===== config.mk =====
export PLATFORM = sky130hd
export DESIGN_NAME = pattern_serializer
export DESIGN_NICKNAME = d
export VERILOG_FILES = /design/src/rtl/pattern_pkg.sv /design/src/rtl/pattern_serializer.sv
export SDC_FILE = /design/constraint.sdc
export NUM_CORES = 1
export LEC_CHECK = 0
export BUFFER_PORTS_ARGS = -buffer_cell sky130_fd_sc_hd__buf_2
export CELL_PAD_IN_SITES_DETAIL_PLACEMENT = 0
export CELL_PAD_IN_SITES_GLOBAL_PLACEMENT = 2
export CORE_MARGIN = 4
export CORE_UTILIZATION = 36
export DETAILED_ROUTE_END_ITERATION = 8
export PLACE_DENSITY = 0.88
export SLEW_MARGIN = 25
export SYNTH_ARGS = -nofsm -noshare
export SYNTH_HDL_FRONTEND = slang
export SYNTH_SLANG_ARGS = --single-unit

===== constraint.sdc =====
create_clock -name clk -period 3.07 [get_ports clk]
set_input_delay 0.1535 -clock clk [delete_from_list [all_inputs] [get_ports clk]]
set_output_delay 0.1535 -clock clk [all_outputs]
set_load 0.05 [all_outputs]

===== src/rtl/pattern_pkg.sv =====
// Shared types and sizing helpers for the pattern_serializer front end.
// SERIAL_PARITY_EN adds one even-parity bit after each word's data bits.
package pattern_pkg;

  typedef enum logic {
    IDLE  = 1'b0,
    SHIFT = 1'b1
  } state_t;

  localparam int   DEFAULT_WIDTH    = 8;
  localparam logic DEFAULT_IDLE_BIT = 1'b0;

  // Serial bits emitted per word, including the parity bit when built.
  function automatic int nbits(input int width);
`ifdef SERIAL_PARITY_EN
    return width + 1;
`else
    return width;
`endif
  endfunction

endpackage


===== src/rtl/pattern_serializer.sv =====
// Parallel-to-serial feeder for the bit-serial pattern recogniser; one bit per clock on a_out.
// Optional macro SERIAL_PARITY_EN appends an even-parity bit to every word.
module pattern_serializer
  import pattern_pkg::*;
#(
  parameter int   WIDTH     = DEFAULT_WIDTH,
  parameter bit   MSB_FIRST = 1'b1,
  parameter logic IDLE_BIT  = DEFAULT_IDLE_BIT
) (
  input  logic             clk,
  input  logic             rst,
  input  logic [WIDTH-1:0] in_data,
  input  logic             in_valid,
  output logic             in_ready,
  output logic             a_out,
  output logic             a_valid,
  output logic             word_done,
  output logic             busy
);

  localparam int NBITS = nbits(WIDTH);
  localparam int CW    = $clog2(WIDTH + 1);
  localparam logic [CW-1:0] LAST_CNT = CW'(NBITS - 1);

  state_t           state, next_state;
  logic [WIDTH-1:0] shreg;
  logic [CW-1:0]    cnt;
  logic             last;
  logic             accept;
  logic             nxt;
`ifdef SERIAL_PARITY_EN
  logic             par;
`endif

  function automatic logic first_bit(input logic [WIDTH-1:0] w);
    return MSB_FIRST ? w[WIDTH-1] : w[0];
  endfunction

  function automatic logic [WIDTH-1:0] shift_word(input logic [WIDTH-1:0] w);
    return MSB_FIRST ? (w << 1) : (w >> 1);
  endfunction

  // Ready depends only on registered state so no in_valid loop reaches upstream.
  assign last      = (cnt == LAST_CNT);
  assign in_ready  = (state == IDLE) | ((state == SHIFT) & last);
  assign accept    = in_valid & in_ready;
  assign busy      = (state == SHIFT);
  assign word_done = (state == SHIFT) & last;

  always_ff @(posedge clk or negedge rst) begin
    if (!rst) state <= IDLE;
    else      state <= next_state;
  end

  always_comb begin
    next_state = state;
    case (state)
      IDLE:    if (accept) next_state = SHIFT;
      SHIFT:   if (last && !accept) next_state = IDLE;
      default: next_state = IDLE;
    endcase
  end

  // Bit after the one on a_out: shreg keeps the displayed bit at its output end.
  always_comb begin
    nxt = MSB_FIRST ? shreg[WIDTH-2] : shreg[1];
`ifdef SERIAL_PARITY_EN
    if (cnt == CW'(WIDTH - 1)) nxt = par;
`endif
  end

  always_ff @(posedge clk or negedge rst) begin
    if (!rst) begin
      shreg   <= '0;
      cnt     <= '0;
      a_out   <= IDLE_BIT;
      a_valid <= 1'b0;
`ifdef SERIAL_PARITY_EN
      par     <= 1'b0;
`endif
    end else if (accept) begin
      // First bit goes straight to a_out so back-to-back words have no gap.
      shreg   <= in_data;
      cnt     <= '0;
      a_out   <= first_bit(in_data);
      a_valid <= 1'b1;
`ifdef SERIAL_PARITY_EN
      par     <= ^in_data;
`endif
    end else if (state == SHIFT) begin
      if (last) begin
        cnt     <= '0;
        a_out   <= IDLE_BIT;
        a_valid <= 1'b0;
      end else begin
        cnt     <= cnt + 1'b1;
        shreg   <= shift_word(shreg);
        a_out   <= nxt;
        a_valid <= 1'b1;
      end
    end
  end

endmodule


# Word level (Yosys, flattened, before mapping)
# Index checks and enable logic that the tools add are counted.
# totals
reg_bits	14
in_bits	11
output_inout_bits	5
word_cells	31
# classes
addsub	1
n_eq_ne	2
n_mux	15
bitwise	4
n_reduce_logical	4
# op_table
cell	count
2-to-1 mux 7 bit	3
2-to-1 mux 4 bit	3
2-to-1 mux 1 bit	8
adder 4 x 1 -> 4 bit, second input constant	1
== test 4 x 3 -> 1 bit, second input constant	1
AND 1 bit	2
inequality test 2 x 1 -> 1 bit, second input constant	1
one-hot mux 1 bit (2 select lines)	1
AND reduction 2 bit	1
nonzero test 2 bit	1
logical AND 1 bit	1
logical NOT 1 bit	1
NOT 1 bit	1
OR 1 bit	1

# Longest topological paths before layout
# logic_depth
depth_word	8
ltp_mapped	5
ltp_nobuf	4

# Worst setup path before layout
# No wires, ideal clock.
# synth_path
path_kind	reg-to-reg
from	register state (netlist: busy)
to	register a_valid
setup_ns	0.165
t_arrival_ns	1.759
t_required_ns	2.905
slack_ns	1.147
stages_incl_launch_ff	5
n_path_buf	1
synth_period_minus_slack_ns	1.923
cell_sequence	dfrtp_1 buf_4 inv_1 nor2_1 o21ai_0
# synth_between
elab_chain_cells	4
elab_cells_between_ends	6
cone_classes	mux (1); bitwise (4); reduce/logical (1)
# synth_rtl
item	line_no	rtl
start: declaration	pattern_serializer.sv:25	state_t state, next_state;
start signal: assignment	pattern_serializer.sv:52	else state <= next_state;
AND 1 bit *	n/a	
via word_done	pattern_serializer.sv:17	output logic word_done,
OR 1 bit *	pattern_serializer.sv:45	assign in_ready = (state == IDLE) | ((state == SHIFT) & last);
AND 1 bit *	pattern_serializer.sv:46	assign accept = in_valid & in_ready;
2-to-1 mux 1 bit or nonzero test 2 bit (tied branches)	n/a	
end signal: assignment	pattern_serializer.sv:77	a_valid <= 1'b0;
end signal: assignment	pattern_serializer.sv:86	a_valid <= 1'b1;
end signal: assignment	pattern_serializer.sv:94	a_valid <= 1'b0;
end: declaration	pattern_serializer.sv:16	output logic a_valid,
# Mark *: on every way through the listed nets, which the timed path passes. The rest lies on a longest branch.
# A chain may end at the register's enable or synchronous reset.

# Worst setup path in the final report
# layout_path
from	register cnt[0]
to	output in_ready
# layout_between
elab_chain_cells	3
# layout_rtl
item	line_no	rtl
start: declaration	pattern_serializer.sv:27	logic [CW-1:0] cnt;
start signal: assignment	pattern_serializer.sv:96	cnt <= cnt + 1'b1;
== test 4 x 3 -> 1 bit	pattern_serializer.sv:44	assign last = (cnt == LAST_CNT);
AND 1 bit	pattern_serializer.sv:45	
OR 1 bit	pattern_serializer.sv:45	
end: declaration	pattern_serializer.sv:14	output logic in_ready,
# No other way between the ends.

==> summary.txt <==
Die
  • Placement Rows: 15
  • Initial core utilization: 39.58%
  • Die Span Y: 52.28 um
  • # IOs: 16
  • Die Wd: 52.28 um
  • Core Region: 0.001783 sq mm
  • Die ar.: 0.002733 sq mm

Routing
  • Antenna-violating nets left: 0
  • Drt pass-1 iters: 4
  • Vias per inst: 4.827
  • Residual DRC: 0
  • Post-Route WL: 1286 um
  • DR iter-0 viols: 14
  • DR WL/cell: 13.12 um
  • Vias after detailed routing: 473

Pwr
  • Sequential Power Share: 40.8%
  • Leak: 0.4180 nW
  • Gate power share: 42.0%
  • Cell area power density: 906.1 mW/mm^2
  • Peak supply drop: 370.3 uV
  • Switching Share: 37.79%
  • P_int: 0.4670 mW
  • Psw: 0.2836 mW
  • Share of total power in the clock network: 17.3%

Global routing
  • Initial antenna violation count: 0
  • Global route total overflow: 0
  • Vias in the first global route: 422
  • First-pass GRT wire length: 2111 um
  • GRT Overall Usage: 11.37%
  • Largest net degree at the start of global routing: 15

Clock tree
  • CTS tree: built
  • Clk sinks: 14
  • Worst skew pair latency: 280 ps
  • Root buf cell: clkbuf_4
  • H-tree levels: 1
  • CTS max path bufs: 2
  • Clock transition at path regs: 80 ps
  • Setup bufs post-CTS: 0
  • CTS Buf Count: 3

Finish
  • Synth-to-Final Area Change: 17.38%
  • Fin nets: 86
  • Layout cells sized above 1: 46.58%
  • Core Util, Final: 46.46%
  • Diode count: 0

Critical path
  • Worst path max stage delay: 390 ps
  • Critical path cell sequence: ha_1, nand3b_4, nand2_4, buf_2
  • Critical Path Source: cnt[0]
  • Worst Path Buf+Inv: 1
  • Reg2reg start: cnt[0]
  • Critical path type: flip-flop to primary output
  • Family with the most delay on the worst path: flip-flops
  • Worst path arrival time: 1530 ps
  • CP Capture Type: primary output
  • CP required: 2920 ps
  • CP max stage cell: dfrtp_1
  • CP max FO: 11
  • Crit path launch type: flip-flop

Placed design
  • PortBufs: 15
  • Routability cong.: 0.6979
  • Post-DP HPWL: 934.4 um

Timing
  • RSZ-0062 raised after global routing: false
  • Measured slew at the worst slew-check pin: 339.5 ps
  • Final Hold Vio Count: 0
  • Max_slew headroom: 77.37%
  • Final setup fails: 0
  • Worst Skew: 4.959 ps
  • Max-slew violation count: 0
  • Setup TNS: 0 ps
  • Max Clk Rate: 595.7 MHz
  • Post-route clock period utilization: 54.68%
  • Tmin final: 1679 ps

Synth
  • Synth area leader: dfrtp_1
  • Syn Inst Count: 56
  • Post-synth top area share: 49.65%
  • Yosys warns: 0
  • Mapped Avg Cell Area: 12.60 sq um
  • Mapped Area: 705.7 sq um
  • Post-Syn Nets: 68
  • Synth top area cells: dfrtp_1, mux2_2, mux2_4, o21ai_0, buf_6
  • Synthesized flop and latch total: 14
  • Number of distinct library cells after synthesis: 20
  • Sequential element share of the synthesized area: 49.65%

Flow run
  • Max cap viols: 0

Run status
  • Status: finished, final reports clean

Hold path
  • Worst hold path type: input pin to flip-flop
  • Worst Min Path Start: in_data[7]
[layer usage]
| layer | up-vias | track usage [%] | wire [um] |
|---|---|---|---|
| met2 | 10 | 15.69 | 611 |
| met1 | 232 | 15.04 | 596 |
| met4 | 0 | 3.830 | 13 |
| met5 | - | 0 | 0 |
| li1 | 229 | - | - |
| met3 | 2 | 5.983 | 65 |
[sequential cells by signal, indices dropped and copies added, names as in the netlist]
register / cells
shreg: 7
a_valid: 1
a_out: 1
cnt: 4
busy: 1
[through the flow]
step                cells  total power [mW]  setup WS (ps)  cell area (sq um)  hold WS, ps
floorplan              56            0.5734           1147              705.7       -142.1
global placement       93            0.6150           1700              782.0        67.41
detailed placement     93            0.6255           1662              782.0        68.27
CTS                    98            0.7639           1370              828.3        104.5
global route           98            0.8108           1310              828.3        95.08
finish                 98            0.7506           1391              828.3        114.3
[worst register-to-register path, stage by stage (launching register included)]
cell	delay (ps)
dfrtp_1	390
ha_1	250
nand3b_4	130
nand2_4	190
mux2_2	350
[final cells by class]
cell class / count / area [sq um]
tap: 25 / 31.28
inverter: 2 / 7.507
sequential: 14 / 350.3
timing repair buffer: 16 / 85.08
multi-input combinational: 37 / 317.8
clock buffer: 4 / 36.28
fill: 174 / 954.7
[logic make-up (layout without fill, tap and decap cells)]
logic type / after synthesis / in the layout / synth area share [%]
xor gates and xnor gates: 1 / 1 / 1.241
DFF: 14 / 14 / 49.65
adders and majority gates: 1 / 1 / 1.773
and+or+nand+nor: 13 / 13 / 10.82
buffers and inverters: 5 / 22 / 5.320
AOI/OAI and AO/OA: 9 / 9 / 7.978
muxes: 13 / 13 / 23.23
[final timing paths]
path,slack [ps],cells after the start,end
worst max-delay path,1390,4,in_ready
worst min-delay path,110,2,a_out
worst max register to register,1660,4,shreg[1]
worst min register to register,510,2,cnt[1]
max in group asynchronous,2540,2,shreg[5]
min in group asynchronous,290,2,cnt[1]
[cells in the final DEF (no fill, tap or decap), types with 2 or more instances in the layout]
| cell | n |
|---|---|
| dfrtp_1 | 14 |
| mux2_2 | 7 |
| nand2_1 | 6 |
| buf_2 | 15 |
| o21ai_0 | 5 |
| nor2_1 | 3 |
| mux2_4 | 5 |
| inv_1 | 2 |
| clkbuf_4 | 3 |
[power groups by stage]
stage	registers, mW	clock network (mW)	logic, mW
after global routing	0.319	0.147	0.345
after floorplan	0.328	0	0.245
after global placement	0.308	0	0.307
after CTS	0.307	0.137	0.319
final	0.306	0.130	0.315
after detailed placement	0.310	0	0.315
[Yosys cell counts]
cell      instances
mux2_4            5
inv_1             2
nor2b_1           1
a31o_2            1
nor2_1            3
mux2i_1           1
buf_6             2
a32o_1            1
xor2_1            1
ha_1              1
nand2_4           1
nand2_1           6
dfrtp_1          14
mux2_2            7
nand3_1           1
nand3b_4          1
o21ai_0           5
o211ai_1          1
buf_4             1
a21oi_1           1
[timing repair]
action                    CTS  global route
hold buffers                1             0
gates resized for setup     0             0
hold endpoints to repair   14             0
No activity file was read; power rests on OpenSTA's default activity.
